--- src/rtl/uart_frame_pkg.sv ---
// -----------------------------------------------------------------------------
// uart_frame_pkg
// Shared definitions for the UART command framing path (RX framer today, TX
// side later).
//
// Contents:
//   - command codes understood by the badge dispatcher
//   - frame lengths (long frame and the 3-byte short frame)
//   - framer state encoding
//   - sat_inc8: saturating 8-bit increment used by the error counters
//
// No ports (package).
// -----------------------------------------------------------------------------
package uart_frame_pkg;

    // Command codes. The accepted command window is CMD_SEND_TX..CMD_AES_PT.
    localparam logic [7:0] CMD_SEND_TX        = 8'd64;  // "@"
    localparam logic [7:0] CMD_SHOOTING_FLAGS = 8'd65;  // "A", uses the short frame
    localparam logic [7:0] CMD_AES_KEY        = 8'd66;  // "B"
    localparam logic [7:0] CMD_AES_PT         = 8'd67;  // "C"

    // Long frame: cmd + 16 payload bytes + delimiter.
    localparam int FRAME_BYTES       = 18;
    // Short frame: cmd + arg + delimiter.
    localparam int SHORT_FRAME_BYTES = 3;

    // Framer state encoding.
    //   ST_IDLE    : waiting for a command byte
    //   ST_COLLECT : gathering payload bytes, then the delimiter
    //   ST_EMIT    : one cycle in which the validated frame is published
    typedef enum logic [1:0] {
        ST_IDLE    = 2'd0,
        ST_COLLECT = 2'd1,
        ST_EMIT    = 2'd2
    } frame_state_t;

    // Saturating increment: sticks at 255 instead of wrapping to 0.
    function automatic logic [7:0] sat_inc8(input logic [7:0] value);
        if (value == 8'hFF) begin
            return value;
        end
        return value + 8'd1;
    endfunction

endpackage

--- src/rtl/frame_timeout_timer.sv ---
// -----------------------------------------------------------------------------
// frame_timeout_timer
// Inter-byte watchdog for a UART framer. Loaded whenever a byte is accepted,
// decremented on every enabled cycle, and reports expiry when the count has
// run down to zero while enabled.
//
// Timing: after a load in cycle 0 the count reads TIMEOUT_CYCLES-1 in cycle 1
// and reaches 0 in cycle TIMEOUT_CYCLES, so 'expired' is asserted exactly
// TIMEOUT_CYCLES cycles after the loading byte. A load in that same cycle
// restarts the window (the owner decides that a fresh byte wins).
//
// Parameters:
//   TIMEOUT_CYCLES  idle cycles allowed between two loads
//
// Ports:
//   clk      in   system clock
//   reset_n  in   asynchronous active-low reset (count cleared)
//   load     in   restart the window
//   en       in   count down this cycle (owner is waiting for a byte)
//   expired  out  window elapsed with no load (only while en)
// -----------------------------------------------------------------------------
module frame_timeout_timer #(
    parameter int TIMEOUT_CYCLES = 1_033_400
) (
    input  logic clk,
    input  logic reset_n,
    input  logic load,
    input  logic en,
    output logic expired
);

    // The count only ever holds values 0..TIMEOUT_CYCLES-1.
    localparam int CW = (TIMEOUT_CYCLES > 1) ? $clog2(TIMEOUT_CYCLES) : 1;
    localparam logic [CW-1:0] RELOAD = CW'(TIMEOUT_CYCLES - 1);

    logic [CW-1:0] count;

    always_ff @(posedge clk or negedge reset_n) begin
        if (!reset_n) begin
            count <= '0;
        end else if (load) begin
            count <= RELOAD;
        end else if (en && (count != '0)) begin
            count <= count - CW'(1);
        end
    end

    assign expired = en && (count == '0);

endmodule

--- src/rtl/uart_cmd_framer.sv ---
// -----------------------------------------------------------------------------
// uart_cmd_framer
// Turns the UART RX byte stream into validated command frames for the badge
// command dispatcher. A frame starts with a command byte in CMD_MIN..CMD_MAX,
// carries either one argument byte (SHORT_CMD) or FRAME_BYTES-2 payload bytes,
// and ends with a delimiter equal to the command byte. Frames with a wrong
// delimiter or an inter-byte gap longer than TIMEOUT_CYCLES are discarded, so
// nothing partial or garbled reaches the challenge logic.
//
// Build option:
//   UART_FRAMER_ERR_CNT_EN  when defined, err_delim / err_timeout / err_cmd are
//                           live saturating counters; when undefined the
//                           counters are not built and the ports read 0.
//                           Framing is identical in both builds.
//
// Ports:
//   clk            in   system clock
//   reset_n        in   asynchronous active-low reset
//   rx_valid       in   one-cycle strobe: rx_byte holds a new byte
//   rx_byte        in   received byte
//   frame_valid    out  one-cycle strobe: frame_* were updated this cycle
//   frame_cmd      out  command byte of the last good frame
//   frame_arg      out  first byte after the command
//   frame_payload  out  payload bytes 1..16, byte 1 in the top byte lane;
//                       short frames give {arg, zeros}
//   frame_short    out  last good frame was a 3-byte frame
//   busy           out  a frame is being collected or emitted
//   err_delim      out  saturating count of delimiter mismatches
//   err_timeout    out  saturating count of inter-byte timeouts
//   err_cmd        out  saturating count of bytes rejected while idle
//
// Handshake: rx_valid is a strobe with no backpressure; every byte presented
// with rx_valid high is consumed in that cycle. frame_valid is likewise a
// one-cycle strobe; frame_* hold their value until the next good frame.
// -----------------------------------------------------------------------------
module uart_cmd_framer
    import uart_frame_pkg::*;
#(
    parameter int DBITS          = 8,
    parameter int FRAME_BYTES    = uart_frame_pkg::FRAME_BYTES,
    parameter int SHORT_CMD      = 65,
    parameter int CMD_MIN        = 64,
    parameter int CMD_MAX        = 67,
    parameter int TIMEOUT_CYCLES = 1_033_400
) (
    input  logic                             clk,
    input  logic                             reset_n,
    input  logic                             rx_valid,
    input  logic [DBITS-1:0]                 rx_byte,
    output logic                             frame_valid,
    output logic [DBITS-1:0]                 frame_cmd,
    output logic [DBITS-1:0]                 frame_arg,
    output logic [(FRAME_BYTES-2)*DBITS-1:0] frame_payload,
    output logic                             frame_short,
    output logic                             busy,
    output logic [7:0]                       err_delim,
    output logic [7:0]                       err_timeout,
    output logic [7:0]                       err_cmd
);

    localparam int PAY_BYTES = FRAME_BYTES - 2;
    localparam int PAY_W     = PAY_BYTES * DBITS;
    localparam int IDX_W     = $clog2(FRAME_BYTES + 1);

    localparam logic [DBITS-1:0] CMD_MIN_B   = DBITS'(CMD_MIN);
    localparam logic [DBITS-1:0] CMD_MAX_B   = DBITS'(CMD_MAX);
    localparam logic [DBITS-1:0] SHORT_CMD_B = DBITS'(SHORT_CMD);
    localparam logic [IDX_W-1:0] LEN_LONG    = IDX_W'(FRAME_BYTES);
    localparam logic [IDX_W-1:0] LEN_SHORT   = IDX_W'(SHORT_FRAME_BYTES);

    // ------------------------------------------------------------------
    // State and frame-in-progress registers
    // ------------------------------------------------------------------
    frame_state_t     state;
    frame_state_t     next_state;

    logic [DBITS-1:0] cmd_q;    // command of the frame being collected
    logic [DBITS-1:0] arg_q;    // byte at position 1
    logic [PAY_W-1:0] pay_q;    // payload bytes, shifted in from the bottom
    logic [IDX_W-1:0] len_q;    // expected frame length in bytes
    logic [IDX_W-1:0] idx_q;    // position of the next byte within the frame
    logic             short_q;  // frame being collected is a short frame

    // ------------------------------------------------------------------
    // FSM control strobes (decoded in the next-state process)
    // ------------------------------------------------------------------
    logic accept_cmd;   // idle-side byte is a valid command: open a frame
    logic reject_cmd;   // idle-side byte is not a command: drop it
    logic store_byte;   // body byte stored at position idx
    logic delim_bad;    // delimiter position held the wrong byte
    logic timed_out;    // inter-byte window elapsed
    logic emit;         // publish the collected frame this cycle

    logic byte_is_cmd;
    logic byte_is_short;
    logic at_delim;
    logic tmr_expired;

    assign byte_is_cmd   = (rx_byte >= CMD_MIN_B) && (rx_byte <= CMD_MAX_B);
    assign byte_is_short = (rx_byte == SHORT_CMD_B);
    assign at_delim      = (idx_q == (len_q - IDX_W'(1)));

    // State register
    always_ff @(posedge clk or negedge reset_n) begin
        if (!reset_n) begin
            state <= ST_IDLE;
        end else begin
            state <= next_state;
        end
    end

    // Next-state and control decode
    always_comb begin
        next_state = state;
        accept_cmd = 1'b0;
        reject_cmd = 1'b0;
        store_byte = 1'b0;
        delim_bad  = 1'b0;
        timed_out  = 1'b0;
        emit       = 1'b0;

        case (state)
            // EMIT lasts one cycle and then behaves exactly like IDLE for any
            // byte arriving alongside it, so a command that follows a
            // delimiter back-to-back is not lost.
            ST_IDLE, ST_EMIT: begin
                emit       = (state == ST_EMIT);
                next_state = ST_IDLE;
                if (rx_valid) begin
                    if (byte_is_cmd) begin
                        accept_cmd = 1'b1;
                        next_state = ST_COLLECT;
                    end else begin
                        reject_cmd = 1'b1;
                    end
                end
            end

            ST_COLLECT: begin
                // A byte in the expiry cycle wins over the timeout.
                if (rx_valid) begin
                    if (at_delim) begin
                        // A bad delimiter is consumed here; it is never
                        // re-examined as the start of a new frame.
                        if (rx_byte == cmd_q) begin
                            next_state = ST_EMIT;
                        end else begin
                            delim_bad  = 1'b1;
                            next_state = ST_IDLE;
                        end
                    end else begin
                        store_byte = 1'b1;
                    end
                end else if (tmr_expired) begin
                    timed_out  = 1'b1;
                    next_state = ST_IDLE;
                end
            end

            default: begin
                next_state = ST_IDLE;
            end
        endcase
    end

    assign busy = (state != ST_IDLE);

    // ------------------------------------------------------------------
    // Inter-byte watchdog
    // ------------------------------------------------------------------
    frame_timeout_timer #(
        .TIMEOUT_CYCLES (TIMEOUT_CYCLES)
    ) u_timer (
        .clk     (clk),
        .reset_n (reset_n),
        .load    (accept_cmd || store_byte),
        .en      (state == ST_COLLECT),
        .expired (tmr_expired)
    );

    // ------------------------------------------------------------------
    // Frame assembly and output word
    // ------------------------------------------------------------------
    always_ff @(posedge clk or negedge reset_n) begin
        if (!reset_n) begin
            cmd_q         <= '0;
            arg_q         <= '0;
            pay_q         <= '0;
            len_q         <= '0;
            idx_q         <= '0;
            short_q       <= 1'b0;
            frame_valid   <= 1'b0;
            frame_cmd     <= '0;
            frame_arg     <= '0;
            frame_payload <= '0;
            frame_short   <= 1'b0;
        end else begin
            frame_valid <= emit;

            // Publish from the collected registers; an accept_cmd in the same
            // cycle overwrites them only after this read.
            if (emit) begin
                frame_cmd   <= cmd_q;
                frame_arg   <= arg_q;
                frame_short <= short_q;
                if (short_q) begin
                    frame_payload <= {arg_q, {(PAY_W - DBITS){1'b0}}};
                end else begin
                    frame_payload <= pay_q;
                end
            end

            if (accept_cmd) begin
                cmd_q   <= rx_byte;
                short_q <= byte_is_short;
                len_q   <= byte_is_short ? LEN_SHORT : LEN_LONG;
                idx_q   <= IDX_W'(1);
                pay_q   <= '0;
            end else if (store_byte) begin
                idx_q <= idx_q + IDX_W'(1);
                // After PAY_BYTES shifts, byte 1 sits in the top lane.
                pay_q <= {pay_q[PAY_W-DBITS-1:0], rx_byte};
                if (idx_q == IDX_W'(1)) begin
                    arg_q <= rx_byte;
                end
            end
        end
    end

    // ------------------------------------------------------------------
    // Error counters
    // ------------------------------------------------------------------
`ifdef UART_FRAMER_ERR_CNT_EN
    always_ff @(posedge clk or negedge reset_n) begin
        if (!reset_n) begin
            err_delim   <= 8'd0;
            err_timeout <= 8'd0;
            err_cmd     <= 8'd0;
        end else begin
            if (delim_bad) begin
                err_delim <= sat_inc8(err_delim);
            end
            if (timed_out) begin
                err_timeout <= sat_inc8(err_timeout);
            end
            if (reject_cmd) begin
                err_cmd <= sat_inc8(err_cmd);
            end
        end
    end
`else
    // Error strobes still decode the framing; only the counting is absent.
    logic unused_err_strobes;
    assign unused_err_strobes = ^{delim_bad, timed_out, reject_cmd};

    assign err_delim   = 8'd0;
    assign err_timeout = 8'd0;
    assign err_cmd     = 8'd0;
`endif

endmodule

--- config.mk ---
export PLATFORM = sky130hd
export DESIGN_NAME = uart_cmd_framer
export DESIGN_NICKNAME = d
export VERILOG_FILES = /design/src/rtl/uart_frame_pkg.sv /design/src/rtl/frame_timeout_timer.sv /design/src/rtl/uart_cmd_framer.sv
export SDC_FILE = /design/constraint.sdc
export NUM_CORES = 1
export LEC_CHECK = 0
export CAP_MARGIN = 20
export CORE_UTILIZATION = 60
export CTS_BUF_LIST = sky130_fd_sc_hd__clkbuf_4 sky130_fd_sc_hd__clkbuf_8
export CTS_CLUSTER_DIAMETER = 30
export CTS_CLUSTER_SIZE = 28
export DETAILED_ROUTE_END_ITERATION = 10
export PLACE_DENSITY_LB_ADDON = 0.2
export SLEW_MARGIN = 30
export SYNTH_ARGS = -nofsm -noshare
export SYNTH_HDL_FRONTEND = slang
export SYNTH_SLANG_ARGS = --single-unit
export TNS_END_PERCENT = 50
--- constraint.sdc ---
create_clock -name clk -period 6.9 [get_ports clk]
set_clock_uncertainty 0.1 [all_clocks]
set_input_delay 1.035 -clock clk [delete_from_list [all_inputs] [get_ports clk]]
set_output_delay 1.035 -clock clk [all_outputs]
set_load 0.005 [all_outputs]
==> Word level (Yosys, flattened, before mapping) <==
Cells that the tools add are included.
{ "word_totals": {"register_bits": 323, "latchBits": 0, "mem_bits_rw": 0, "rom_bits": 0, "in_bits": 11, "out_inout_bits": 171, "elab_cells": 62, "mem_count": 0} }
{ "op_classes": {"addsub": 3, "mul": 0, "div": 0, "order_cmp": 2, "eq_ne": 8, "n_shift": 0, "muxes": 22, "n_bitwise": 1, "reduce_logical": 13} }
{ "ops": {"columns": ["operator", "n"], "rows": [
  ["$mux W128", 3],
  ["$mux W20", 2],
  ["$logic_not A20 Y1", 1],
  ["$reduce_bool A20 Y1", 1],
  ["$sub A20 B1 Y20 const B", 1],
  ["$mux W5", 3],
  ["$mux W1", 9],
  ["$eq A8 B7 Y1 const B", 1],
  ["$eq A8 B8 Y1", 1],
  ["$ge A8 B7 Y1 const B", 1],
  ["$le A8 B7 Y1 const B", 1],
  ["$mux W2", 4],
  ["$ne A3 B3 Y1 const B", 2],
  ["$reduce_bool A2 Y1", 3],
  ["$add A5 B1 Y5 const B", 1],
  ["$eq A5 B1 Y1 const B", 1],
  ["$eq A5 B5 Y1", 1],
  ["$sub A5 B1 Y5 const B", 1],
  ["$pmux W2 S2", 1],
  ["$logic_and A1 B1 Y1", 3],
  ["$reduce_and A3 Y1", 1],
  ["$eq A2 B1 Y1 const B", 1],
  ["$eq A2 B2 Y1 const B", 1],
  ["$logic_not A2 Y1", 1],
  ["4 further kinds", 4]
]} }

==> Depth between registers and ports, before layout <==
Gate-level depths: netlist (run 1).
{ "logic_depth": {"word_depth": 7, "depth_mapped": 11, "depth_no_buf": 7} }

==> Hierarchy <==
From an unflattened synthesis (run 1), not the netlist that was laid out.
{ "unflattened": {"cells_unflattened": 1297, "hier_area_um2": 13829.5} }
{ "by_module_without_submodules": {"columns": ["mod", "n_inst", "cells_per_inst", "area_per_inst_um2", "seq_area_each_um2"], "rows": [
  ["uart_cmd_framer", 1, 1175, 12624.6, 7507.2],
  ["frame_timeout_timer", 1, 122, 1204.9, 500.5]
]} }

==> Worst setup path before layout (run 1) <==
OpenSTA, ideal clock, no wires.
{ "synth_path": {"path_type": "register to register", "start": "register len_q[0]", "end": "register pay_q[5]", "setup_ns": 0.125, "arrival_time_ns": 2.547, "required_ns": 6.675, "slack_ns": 4.129, "path_stages_with_launch": 11, "path_buffers": 3, "synth_period_minus_slack_ns": 2.771, "path_cell_list": "dfrtp_1 buf_2 clkinv_1 clkbuf_1 ha_1 or3_1 mux2i_1 a21oi_2 a21oi_2 buf_2 mux2_2"} }
{ "synth_between": {"elab_chain_len": 6} }
{ "synth_rtl": {"columns": ["element", "line", "source"], "rows": [
  ["start: declaration", "uart_cmd_framer.sv:80", "logic [IDX_W-1:0] len_q;"],
  ["start signal: assignment", "uart_cmd_framer.sv:216", "len_q <= byte_is_short ? LEN_SHORT : LEN_LONG;"],
  ["$sub A5 B1 Y5", "uart_cmd_framer.sv:101", "assign at_delim = (idx_q == (len_q - IDX_W'(1)));"],
  ["$eq A5 B5 Y1", "uart_cmd_framer.sv:101", null],
  ["$mux W1", "uart_cmd_framer.sv:142", "if (at_delim) begin"],
  ["$mux W1", "uart_cmd_framer.sv:141", "if (rx_valid) begin"],
  ["$mux W1", "uart_cmd_framer.sv:122", "case (state)"],
  ["$reduce_bool A2 Y1 (no line)", null, null],
  ["end signal: assignment", "uart_cmd_framer.sv:222", "pay_q <= {pay_q[PAY_W-DBITS-1:0], rx_byte};"],
  ["end: declaration", "uart_cmd_framer.sv:79", "logic [PAY_W-1:0] pay_q;"]
]} }
No other way between the ends.
A chain may end at the register's enable or synchronous reset.

==> Final worst setup path (run 1) <==
{ "layout_path": {"start": "register len_q[0]", "end": "register u_timer.count[15]"} }
{ "layout_between": {"elab_chain_len": 7, "word_cells_on_any_way": 8, "cone_classes": "add/sub (1); eq/ne (1); mux (4); reduce/logical (2)"} }
{ "layout_rtl": {"columns": ["element", "line", "source"], "rows": [
  ["$sub A5 B1 Y5 *", "uart_cmd_framer.sv:101", null],
  ["$eq A5 B5 Y1 *", "uart_cmd_framer.sv:101", null],
  ["$mux W1 *", "uart_cmd_framer.sv:142", null],
  ["$mux W1 *", "uart_cmd_framer.sv:141", null],
  ["$mux W1 *", "uart_cmd_framer.sv:122", null],
  ["$logic_or A1 B1 Y1 *", "uart_cmd_framer.sv:176", ".load (accept_cmd || store_byte),"],
  ["$mux W20 / $reduce_bool A2 Y1 (equally long branches)", null, null],
  ["end signal: assignment", "frame_timeout_timer.sv:44", "count <= count - CW'(1);"],
  ["end: declaration", "frame_timeout_timer.sv:36", "logic [CW-1:0] count;"]
]} }
Every way passes the cells marked *; elsewhere a longest branch is shown, timed or not.

==> results of run 1 <==
## per-stage QoR
step                      instance area, sq um  utilization  hold WS, ns  instances  power [mW]
after floorplan                          12700            -        0.318       1171        2.41
after global placement                   14200        0.696        0.336       1501        2.53
after detailed placement                 14300        0.698        0.341       1503        2.55
after CTS                                15400        0.752        0.365       1590        4.29
after global routing                     15500        0.758        0.282       1594        4.45
final                                    15500        0.758        0.269       1594        4.28
## state kept, by name (all words and copies together) (netlist names), 2 cells and up
name,flops
frame_cmd,8
idx_q,5
cmd_q,8
frame_payload,128
pay_q,128
len_q,3
frame_arg,8
u_timer.count,20
state,2
arg_q,8
## how the worst max path moves through the flow
stage                     slack [ns]           endpoint  cells after the start     start
final                           3.42  u_timer.count[15]                      8  len_q[0]
after global routing            3.22           idx_q[3]                      9  len_q[0]
after CTS                       2.85           idx_q[3]                      8  len_q[0]
after detailed placement        2.83           idx_q[3]                      6  rx_valid
after global placement          2.94           idx_q[3]                      6  rx_valid
after floorplan                 4.13           pay_q[5]                     10  len_q[0]
## cell usage after synthesis (2+ instances only)
cell                       number  area (sq um)
sky130_fd_sc_hd__a21oi_2        2          17.5
sky130_fd_sc_hd__a22o_1       126          1100
sky130_fd_sc_hd__and2_1        12          75.1
sky130_fd_sc_hd__buf_1          8          30.0
sky130_fd_sc_hd__buf_2         10          50.1
sky130_fd_sc_hd__buf_4         34           255
sky130_fd_sc_hd__clkbuf_1      50           188
sky130_fd_sc_hd__clkinv_1       2          7.51
sky130_fd_sc_hd__dfrtp_1      320          8010
sky130_fd_sc_hd__ha_1           5          62.6
sky130_fd_sc_hd__inv_1          5          18.8
sky130_fd_sc_hd__mux2_1         8          90.1
sky130_fd_sc_hd__mux2_2         5          56.3
sky130_fd_sc_hd__mux2i_1       13           130
sky130_fd_sc_hd__nand2_1      320          1200
sky130_fd_sc_hd__nand2b_1       3          18.8
sky130_fd_sc_hd__nand3_1        8          40.0
sky130_fd_sc_hd__nand4_1        6          37.5
sky130_fd_sc_hd__nor2_1         8          30.0
sky130_fd_sc_hd__nor3_1         5          25.0
sky130_fd_sc_hd__nor4_1         6          37.5
sky130_fd_sc_hd__nor4b_1        4          35.0
sky130_fd_sc_hd__o211ai_1       4          30.0
sky130_fd_sc_hd__o21ai_0      137           686
sky130_fd_sc_hd__o31ai_1        2          15.0
sky130_fd_sc_hd__or3_1          4          25.0
sky130_fd_sc_hd__or4_4          2          22.5
sky130_fd_sc_hd__xnor2_1       14           123
sky130_fd_sc_hd__xor2_1         7          61.3
## routing by layer
metal	vias to the layer above	track usage	wire length, um
li1	4190	-	-
met1	4419	0.394	12500
met2	314	0.402	13100
met3	32	0.0391	1620
met4	0	0.0696	316
met5	-	0	0
## where the power goes
part           switching, mW  total (mW)  internal (mW)
sequential             0.158        2.17           2.01
combinational          0.204       0.368          0.164
clock                  0.828        1.74          0.913
## layout make-up
class                           instances  share of cell area
Clock buffer                           54              0.0468
Clock inverter                         33              0.0249
Inverter                                7             0.00186
Multi-Input combinational cell        742               0.271
Sequential cell                       320               0.517
Tap cell                              270              0.0218
Timing Repair Buffer                  168               0.117
## kinds of logic (layout without fill, tap and decap cells)
logic type	after synthesis	count (layout)
compound gates	278	278
xor+xnor	21	21
fa+ha+maj	5	5
buf+inv	109	262
flops	320	320
mux	26	26
other cells	1	24
simple gates	388	388
==> Implementation_results.wiki, run 1 <==
{| class="wikitable"
! Metric !! Value
|-
| Largest net degree at the start of global routing || 184
|-
| Relative max-transition margin || 0.355
|-
| Root buffer cell || sky130_fd_sc_hd__clkbuf_8
|-
| Required arrival time at the worst endpoint || ~7 ns
|-
| Core footprint || about 20000 sq um
|-
| Clock-pin slew reported for the worst setup and hold paths after clock tree synthesis || 0.07 ns
|-
| Number of setup buffers added after CTS || 0
|-
| Simple-gate portion of the synthesized area || 0.131
|-
| Count of hold-fix buffers inserted at cts || 0
|-
| Row count || 52
|-
| PD cells || approximately 280 nW/um^2
|-
| Leakage Power || 6.96 nW
|-
| Crit-path max FO || 151
|-
| Synth Cell Area || 12600 sq um
|-
| Placed wire-length estimate after detailed placement || 16.8 mm
|-
| Reg2reg start || len_q[0]
|-
| DRC violation count after routing || 0
|-
| Final TNS setup || 0 ns
|-
| Post-synthesis async set-or-reset flop share || 1.00
|-
| Critical Path Sink Type || flip-flop
|-
| Total count of hold-check failures in the final report || 0
|-
| Antenna violations before repair || 0
|-
| Sink Count || 320
|-
| Number of enable flip-flop cells after synthesis || 0
|-
| Endpoint of the worst-slack reg-to-reg timing path || u_timer.count[15]
|-
| Clock tree from TritonCTS || built
|-
| Type of the setup path with the least slack || flip-flop to flip-flop
|-
| Number of setup violations in the final report || 0
|-
| Crit path buffers/inverters || 2
|-
| Maximum level of the CTS H-tree || 2
|-
| Initial DRT Pass Iterations || 5
|-
| Cells resized by post-CTS repair || 0
|-
| Final critical-path required period || 3.48 ns
|-
| Share of post-route cells with drive strength above 1 || 0.0861
|-
| Number of instances in the synthesized netlist || 1148
|-
| Max clock buf depth || 3
|-
| Final worst slack || 3.42 ns
|-
| Mux cell area share after synthesis || 0.0219
|-
| Number of global-route vias before repair || about 8400
|-
| Worst path most repeated cell || sky130_fd_sc_hd__a21oi_4
|-
| Clock insertion delay at the later pin of the skew report || 0.56 ns
|-
| Xor and xnor area share after synthesis || 0.0146
|-
| Global routing usage summed across all routing layers || 0.262
|-
| Buffers on Ports || approximately 160
|-
| Die area || 21600 sq um
|-
| Stage delay of the slowest cell on the critical path || 0.71 ns
|-
| Outcome || complete, no violations
|-
| Number of nets in the final layout || ~1300
|-
| Wire length of the first global-routing pass || 45.2 mm
|-
| Data arrival, critical path || 3.74 ns
|-
| Portion of the post-synthesis area used by sequential elements || 0.634
|-
| Final worst path period share || 0.504
|-
| Unrepaired setup endpoints after global routing || false
|-
| Post-detailed-route count of antenna-violating nets || 0
|-
| Ant. Diodes || 0
|-
| Layout overhead on the synthesized area || 22.5%
|-
| Synth Flop Type || sky130_fd_sc_hd__dfrtp_1
|-
| Count of synthesis-stage warnings from yosys || 0
|-
| Measured slew at the worst slew-check pin || 0.954 ns
|-
| VDD IR max || 0.000193 V
|-
| Initial detailed-routing violation count || between 600 and 700
|-
| Critical Path Start Type || flip-flop
|-
| Most frequent cells in the layout || sky130_fd_sc_hd__nand2_1 (320), sky130_fd_sc_hd__dfrtp_1 (320), sky130_fd_sc_hd__clkdlybuf4s50_1 (156), sky130_fd_sc_hd__o21ai_0 (137), sky130_fd_sc_hd__a22o_1 (126)
|-
| Slowest-stage cell, CP || sky130_fd_sc_hd__dfrtp_1
|-
| Inserted Clock Buffers || 48
|-
| Length in cells of the worst reg-to-reg path || 8
|-
| Number of vias after detailed routing || 8955
|-
| Routability Congestion || 0.822
|-
| Combinational family with the most area after synthesis || compound AO/OA/AOI/OAI gates
|-
| Routed wire length per instance || 17.3 um
|-
| Final WL || ~28 mm
|-
| Vias per std cell || 5.62
|-
| Flop2flop setup slack || 3.42 ns
|-
| Vertical die dimension || 147 um
|-
| Min-delay worst type || input pin to async pin
|-
| Place WS || 2.83 ns
|-
| GR Overflow Total || 0
|-
| Top cell family by delay on the critical path || flip-flops
|-
| Compound-cell area share of the yosys netlist || 0.151
|-
| Combined flip-flop and latch cell area || 8010 sq um
|-
| Horizontal die dimension || 147 um
|-
| Number of top-level design ports || 182
|-
| Cell-by-cell trace of the critical path || inv_4 -> ha_1 -> or3_1 -> mux2i_1 -> a21oi_4 -> a21oi_4 -> buf_12 -> o311ai_0
|-
| Starting Density || 0.619
|-
| Cell variety after synth || between 40 and 50
|-
| Synthesized area divided by synthesized cell count || 11.0 sq um
|-
| Number of max-slew violations in the final report || 0
|-
| Register bit count reported by yosys || 320
|-
| Multi-input combinational cell area || 4190 sq um
|-
| Count of filler cells inserted in the layout || 1368
|-
| Max Cap Violations || 0
|-
| Post-Synth Adder-Cell Area || 0.00495
|-
| Max frequency || 288 MHz
|}
No activity file was read; power rests on OpenSTA's default activity.
==> run 2, diff against run 1 <==
--- a/config.mk
+++ b/config.mk
@@ -6,7 +6,7 @@
 export NUM_CORES = 1
 export LEC_CHECK = 0
 export CAP_MARGIN = 20
-export CORE_UTILIZATION = 60
+export CORE_UTILIZATION = 56
 export CTS_BUF_LIST = sky130_fd_sc_hd__clkbuf_4 sky130_fd_sc_hd__clkbuf_8
 export CTS_CLUSTER_DIAMETER = 30
 export CTS_CLUSTER_SIZE = 28
==> constraint.sdc (replaced) <==
create_clock -name clk -period 3.2 [get_ports clk]
set_clock_uncertainty 0.1 [all_clocks]
set_input_delay 0.48 -clock clk [delete_from_list [all_inputs] [get_ports clk]]
set_output_delay 0.48 -clock clk [all_outputs]
set_load 0.005 [all_outputs]
==> Implementation_results.wiki, run 2 (synthesis results as in run 1) <==
{| class="wikitable"
! Metric !! Value
|-
| Number of vias after detailed routing || 8991 (+0.40%)
|-
| Worst hold slack after final layout || 0.362 ns (+0.0928 ns)
|-
| Sink Count || 320 (unchanged)
|-
| Final critical-path required period || 2.83 ns (-0.646 ns)
|-
| Core footprint || 22000 sq um (+7.5%)
|-
| Multi-input combinational cell area || 4190 sq um (unchanged)
|-
| Post-detailed-route count of antenna-violating nets || 0 (unchanged)
|-
| Count of filler cells inserted in the layout || 1626 (+19%)
|-
| Outcome || finished with violations
|-
| Root buffer cell || sky130_fd_sc_hd__clkbuf_8
|-
| Max Cap Violations || 0 (unchanged)
|-
| Critical Path Sink Type || flip-flop
|-
| Buffers on Ports || 157 (unchanged)
|-
| Inserted Clock Buffers || 54 (+13%)
|-
| Endpoint of the worst-slack reg-to-reg timing path || pay_q[126]
|-
| Length in cells of the worst reg-to-reg path || 8 (unchanged)
|-
| Max frequency || 353 MHz (+23%)
|-
| Clock-pin slew reported for the worst setup and hold paths after clock tree synthesis || 0.07 ns (about the same)
|-
| Most frequent cells in the layout || sky130_fd_sc_hd__nand2_1 (320), sky130_fd_sc_hd__dfrtp_1 (320), sky130_fd_sc_hd__clkdlybuf4s50_1 (156), sky130_fd_sc_hd__o21ai_0 (137), sky130_fd_sc_hd__a22o_1 (126)
|-
| Required arrival time at the worst endpoint || 3.60 ns (-3.56 ns)
|-
| Largest registers ranked by flip-flop count || frame_payload x128, pay_q x128, u_timer.count x20
|-
| Final worst slack || 0.369 ns (-3.05 ns)
|-
| Wire length of the first global-routing pass || 46.6 mm (+3.1%)
|-
| Combined flip-flop and latch cell area || 8010 sq um (unchanged)
|-
| Layout overhead on the synthesized area || 23.6%
|-
| Final WL || 28.1 mm (+1.9%)
|-
| Top routing layer in use || met4
|-
| M1 wire length || 13.0 mm (+3.8%)
|-
| PD cells || 615 nW/um^2 (+120%)
|-
| Number of nets in the final layout || 1316 (+1.0%)
|-
| Max clock buf depth || 3 (unchanged)
|-
| Data arrival, critical path || 3.23 ns (-0.51 ns)
|-
| Number of max-slew violations in the final report || 0 (unchanged)
|-
| Die area || 23200 sq um (+7.0%)
|-
| Row count || 54 (+3.8%)
|-
| Met2 Wirelength || 13.2 mm (+0.92%)
|-
| Dpl cells || 1523 (+1.3%)
|-
| DRC violation count after routing || 17 (+17)
|-
| Final non-filler cell total || 1624 (+1.9%)
|-
| Flop2flop setup slack || 0.37 ns (-3.05 ns)
|-
| WL met3 || 1.55 mm (-4.1%)
|-
| Place WS || 0.487 ns (-2.34 ns)
|-
| Maximum level of the CTS H-tree || 2 (unchanged)
|-
| Starting Density || 0.575 (-0.0431)
|-
| Unrepaired setup endpoints after global routing || false
|-
| Vertical die dimension || 152 um (+3.5%)
|-
| Horizontal die dimension || 152 um (+3.5%)
|-
| Reg2reg start || len_q[0]
|-
| Global routing usage summed across all routing layers || 0.250 (-0.0116)
|-
| Routed wire length per instance || 17.3 um (about the same)
|-
| CP startpoint || len_q[0]
|-
| Final worst path period share || 0.885 (+0.381)
|-
| Min-delay worst type || input pin to async pin
|-
| VDD IR max || 0.000414 V (+110%)
|-
| Number of setup violations in the final report || 0 (unchanged)
|-
| Leakage Power || 7.04 nW (+1.2%)
|-
| Clock insertion delay at the later pin of the skew report || 0.58 ns (+0.02 ns)
|-
| Largest net degree at the start of global routing || 141 (-23%)
|-
| Placed wire-length estimate after detailed placement || 17.7 mm (+5.3%)
|-
| Relative max-transition margin || 0.492 (+0.137)
|-
| Vias per std cell || 5.54 (-1.5%)
|-
| Initial detailed-routing violation count || 579 (-7.2%)
|-
| Final TNS setup || 0 ns (unchanged)
|-
| Crit path to || pay_q[126]
|-
| GR Overflow Total || 0 (unchanged)
|-
| Critical Path Start Type || flip-flop
|-
| Routability Congestion || 0.790 (-3.9%)
|-
| Share of post-route cells with drive strength above 1 || 0.0990 (+0.0129)
|-
| Ant. Diodes || 0 (unchanged)
|-
| Number of global-route vias before repair || 8735 (+3.9%)
|-
| Initial DRT Pass Iterations || 8 (+3)
|-
| Clock tree from TritonCTS || built
|-
| Number of setup buffers added after CTS || 0 (unchanged)
|-
| Violated checks || DRC
|-
| Type of the setup path with the least slack || flip-flop to flip-flop
|-
| Antenna violations before repair || 0 (unchanged)
|-
| Total count of hold-check failures in the final report || 0 (unchanged)
|-
| Number of top-level design ports || 182 (unchanged)
|-
| Crit-path max FO || 51 (-66%)
|-
| Measured slew at the worst slew-check pin || 0.762 ns (-0.192 ns)
|}
-- run 2: cell count changes in the layout (fill, tap and decap cells not counted) --
| cell | previous run | this run |
|---|---|---|
| sky130_fd_sc_hd__buf_4 | 1 | 11 |
| sky130_fd_sc_hd__clkbuf_8 | 51 | 61 |
| sky130_fd_sc_hd__buf_16 | 4 | 0 |
| sky130_fd_sc_hd__inv_8 | 7 | 3 |
| sky130_fd_sc_hd__clkbuf_4 | 3 | 6 |
| sky130_fd_sc_hd__clkinv_2 | 4 | 7 |
| sky130_fd_sc_hd__clkinv_8 | 2 | 0 |
| sky130_fd_sc_hd__buf_12 | 5 | 6 |
| sky130_fd_sc_hd__buf_6 | 1 | 0 |
| sky130_fd_sc_hd__bufinv_16 | 4 | 5 |
| sky130_fd_sc_hd__clkinv_4 | 4 | 5 |
| sky130_fd_sc_hd__clkinvlp_4 | 5 | 6 |
| sky130_fd_sc_hd__dlygate4sd3_1 | 0 | 1 |
-- run 2: worst max-delay path, cell delays in order, from the launching register on --
cell and delay, ns:
sky130_fd_sc_hd__dfrtp_1 0.39, sky130_fd_sc_hd__inv_4 0.04, sky130_fd_sc_hd__ha_1 0.18, sky130_fd_sc_hd__or3_1 0.38, sky130_fd_sc_hd__mux2i_1 0.33, sky130_fd_sc_hd__a21oi_4 0.15, sky130_fd_sc_hd__a21oi_4 0.40, sky130_fd_sc_hd__buf_4 0.54
sky130_fd_sc_hd__a22o_1 0.21
-- run 2: layout make-up --
type | instances | share of cell area
Clock inverter | 33 | 0.0236
Clock buffer | 67 | 0.0566
Tap cell | 280 | 0.0224
Timing Repair Buffer | 175 | 0.115
Sequential cell | 320 | 0.513
Multi-Input combinational cell | 742 | 0.268
Inverter | 7 | 0.00184
-- run 2: metal layers --
layer | global-route usage | vias up
met1 | 0.373 | 4460
met5 | 0 | -
met4 | 0.0651 | 0
met2 | 0.380 | 277
li1 | - | 4226
met3 | 0.0478 | 28
-- run 2: how the worst min path moves through the flow --
| stage | endpoint | slack (ns) |
|---|---|---|
| 2_1_floorplan | arg_q[0] | 0.08 |
| 3_3_place_gp | len_q[1] | 0.34 |
| 3_5_place_dp | len_q[1] | 0.34 |
| 4_1_cts | arg_q[2] | 0.36 |
| 5_1_grt | pay_q[117] | 0.38 |
| 6_report | pay_q[108] | 0.36 |
-- run 2: where the power goes --
group	internal, mW	switching, mW
Sequential	4.34	0.343
Clock	2.31	1.80
Combinational	0.358	0.453
-- run 2: through the flow --
| stage | cell area (sq um) | total power [mW] | utilization |
|---|---|---|---|
| detailed placement | 14400 | 5.55 | 0.654 |
| global placement | 14400 | 5.52 | 0.654 |
| finish | 15600 | 9.60 | 0.711 |
| global route | 15600 | 9.99 | 0.711 |
| CTS | 15600 | 9.68 | 0.711 |
| floorplan | 12700 | 5.19 | - |
-- run 2: timing repair --
item,in CTS,in global routing
gates resized for setup,0,0
hold buffers,1,0
endpoints found under the hold margin,63,0
==> run 3, diff against run 2 <==
--- a/config.mk
+++ b/config.mk
@@ -6,11 +6,12 @@
 export NUM_CORES = 1
 export LEC_CHECK = 0
 export CAP_MARGIN = 20
-export CORE_UTILIZATION = 56
+export CORE_UTILIZATION = 60
 export CTS_BUF_LIST = sky130_fd_sc_hd__clkbuf_4 sky130_fd_sc_hd__clkbuf_8
 export CTS_CLUSTER_DIAMETER = 30
 export CTS_CLUSTER_SIZE = 28
 export DETAILED_ROUTE_END_ITERATION = 10
+export DONT_BUFFER_PORTS = 1
 export PLACE_DENSITY_LB_ADDON = 0.2
 export SLEW_MARGIN = 30
 export SYNTH_ARGS = -nofsm -noshare
==> Implementation_results.wiki, run 3 (synthesis results as in run 1) <==
{| class="wikitable"
! Metric !! Value
|-
| Max clock buf depth || 3 (unchanged)
|-
| Type of the setup path with the least slack || flip-flop to flip-flop
|-
| Antenna violations before repair || 0 (unchanged)
|-
| Die area || 21600 sq um (-6.6%)
|-
| Relative max-transition margin || 0.426 (-0.0657)
|-
| Number of nets in the final layout || 1159 (-12%)
|-
| Endpoint of the worst-slack reg-to-reg timing path || pay_q[5]
|-
| Final TNS setup || 0 ns (unchanged)
|-
| Wire length of the first global-routing pass || 42.9 mm (-7.9%)
|-
| Final worst path period share || 0.870 (-0.0142)
|-
| Unrepaired setup endpoints after global routing || false
|-
| Crit-path max FO || 64 (+25%)
|-
| Post-detailed-route count of antenna-violating nets || 0 (unchanged)
|-
| Critical Path Sink Type || flip-flop
|-
| VDD IR max || 0.000411 V (-0.75%)
|-
| Maximum level of the CTS H-tree || 2 (unchanged)
|-
| Vertical die dimension || 147 um (-3.3%)
|-
| Overall Power || 9.42 mW (-1.9%)
|-
| Number of setup violations in the final report || 0 (unchanged)
|-
| DRC violation count after routing || 0 (-17)
|-
| Cell-by-cell trace of the critical path || inv_4 -> ha_1 -> or3_1 -> mux2i_1 -> a21oi_4 -> a21oi_4 -> buf_4 -> mux2_2
|-
| Min-delay worst type || input pin to async pin
|-
| Stage delay of the slowest cell on the critical path || 0.58 ns (+0.04 ns)
|-
| Length in cells of the worst reg-to-reg path || 8 (unchanged)
|-
| Total non-filler cell area in the finished layout || 14000 sq um (-10%)
|-
| PD cells || 672 nW/um^2 (+9.2%)
|-
| Number of vias after detailed routing || 8265 (-8.1%)
|-
| Sink Count || 320 (unchanged)
|-
| Max frequency || 359 MHz (+1.6%)
|-
| Routability Congestion || 0.824 (+4.2%)
|-
| Largest registers ranked by flip-flop count || frame_payload x128, pay_q x128, u_timer.count x20
|-
| Final core area utilization || 0.686 (-0.0249)
|-
| Number of top-level design ports || 182 (unchanged)
|-
| Initial detailed-routing violation count || 567 (-2.1%)
|-
| Data arrival, critical path || 3.12 ns (-0.11 ns)
|-
| Final worst slack || 0.414 ns (+0.0455 ns)
|-
| Global routing usage summed across all routing layers || 0.248 (-0.00277)
|-
| Outcome || finished with violations
|-
| Worst path most repeated cell || sky130_fd_sc_hd__a21oi_4
|-
| CP startpoint || len_q[0]
|-
| Cells resized by post-CTS repair || 0 (unchanged)
|-
| Number of global-route vias before repair || 7978 (-8.7%)
|-
| Worst hold slack after final layout || -0.479 ns (-0.841 ns)
|-
| Dpl cells || 1351 (-11%)
|-
| Violated checks || hold timing
|-
| Number of max-slew violations in the final report || 0 (unchanged)
|-
| Vias per std cell || 5.69 (+2.7%)
|-
| Flop2flop setup slack || 0.41 ns (+0.05 ns)
|-
| Final critical-path required period || 2.79 ns (-0.0455 ns)
|-
| Share of post-route cells with drive strength above 1 || 0.101 (+0.00248)
|-
| Number of setup buffers added after CTS || 0 (unchanged)
|-
| Measured slew at the worst slew-check pin || 0.861 ns (+0.0986 ns)
|-
| Root buffer cell || sky130_fd_sc_hd__clkbuf_8
|-
| Reg2reg start || len_q[0]
|-
| Place WS || 0.413 ns (-0.0744 ns)
|-
| Final non-filler cell total || 1453 (-11%)
|-
| Total count of hold-check failures in the final report || 320 (+320)
|-
| GR Overflow Total || 0 (unchanged)
|-
| Most frequent cells in the layout || sky130_fd_sc_hd__nand2_1 (320), sky130_fd_sc_hd__dfrtp_1 (320), sky130_fd_sc_hd__o21ai_0 (137), sky130_fd_sc_hd__a22o_1 (126), sky130_fd_sc_hd__clkbuf_8 (60)
|-
| Clock-pin slew reported for the worst setup and hold paths after clock tree synthesis || 0.07 ns (about the same)
|-
| Buffers on Ports || 0 (-100%)
|-
| Row count || 52 (-3.7%)
|-
| Inserted Clock Buffers || 51 (-5.6%)
|-
| Final WL || 26.1 mm (-7.2%)
|-
| Core footprint || 20400 sq um (-7.0%)
|-
| Placed wire-length estimate after detailed placement || 15.6 mm (-12%)
|-
| Count of hold-fix buffers inserted at cts || 9 (+8)
|-
| Horizontal die dimension || 147 um (-3.3%)
|-
| Slowest-stage cell, CP || sky130_fd_sc_hd__buf_4
|-
| Clock insertion delay at the later pin of the skew report || 0.55 ns (-0.03 ns)
|-
| Initial DRT Pass Iterations || 5 (-3)
|-
| Critical Path Start Type || flip-flop
|-
| Starting Density || 0.619 (+0.0431)
|-
| Routed wire length per instance || 17.9 um (+3.7%)
|-
| Largest net degree at the start of global routing || 321 (+130%)
|-
| Ant. Diodes || 0 (unchanged)
|-
| Clock tree from TritonCTS || built
|-
| Required arrival time at the worst endpoint || 3.53 ns (-0.07 ns)
|-
| Layout overhead on the synthesized area || 11.0%
|-
| Leakage Power || 6.47 nW (-8.2%)
|-
| Max Cap Violations || 0 (unchanged)
|-
| Standard cell area after detailed placement || 12700 sq um (-12%)
|}
[run 3: cell types whose count changed in the layout (fill, tap and decap cells not counted), moves of 2 or more]
cell and change:
sky130_fd_sc_hd__bufinv_16 +2, sky130_fd_sc_hd__inv_8 -3, sky130_fd_sc_hd__inv_6 -5, sky130_fd_sc_hd__clkinv_2 -5, sky130_fd_sc_hd__clkdlybuf4s50_1 -156, sky130_fd_sc_hd__buf_4 -2
sky130_fd_sc_hd__buf_12 -3, sky130_fd_sc_hd__dlygate4sd3_1 +8, sky130_fd_sc_hd__clkinv_4 +6, sky130_fd_sc_hd__clkbuf_4 -2
[run 3: final cells by class]
class                           count  area (sq um)
Fill cell                        1512          6410
Multi-Input combinational cell    742          4190
Sequential cell                   320          8010
Clock buffer                       64           856
Clock inverter                     29           387
Inverter                            7          28.8
Timing Repair Buffer               21           218
Tap cell                          270           338
[run 3: layer usage]
| metal | global-route usage | wire length, um | share of wire |
|---|---|---|---|
| met5 | 0 | 0 | 0 |
| met4 | 0.0794 | 457 | 0.018 |
| met3 | 0.0745 | 1980 | 0.076 |
| met2 | 0.361 | 11800 | 0.45 |
| met1 | 0.358 | 11900 | 0.46 |
[run 3: report_power, final]
| part | total (mW) | internal (mW) | switching [mW] |
|---|---|---|---|
| clock | 4.07 | 2.38 | 1.69 |
| combinational | 0.686 | 0.334 | 0.352 |
| sequential | 4.66 | 4.34 | 0.325 |
[run 3: worst max path at each step]
stage	endpoint	depth (start not counted)
floorplan	pay_q[5]	10
global placement	arg_q[3]	8
detailed placement	pay_q[5]	8
CTS	pay_q[5]	8
global route	pay_q[5]	8
finish	pay_q[5]	8
[run 3: critical path, delay by kind of cell, from the launching register on]
family                     cells  cell delay [ns]
and+or+nand+nor                1             0.36
adders and majority gates      1             0.18
buffers and inverters          2             0.62
muxes                          2             0.69
DFF                            1             0.39
AOI/OAI and AO/OA              2             0.30
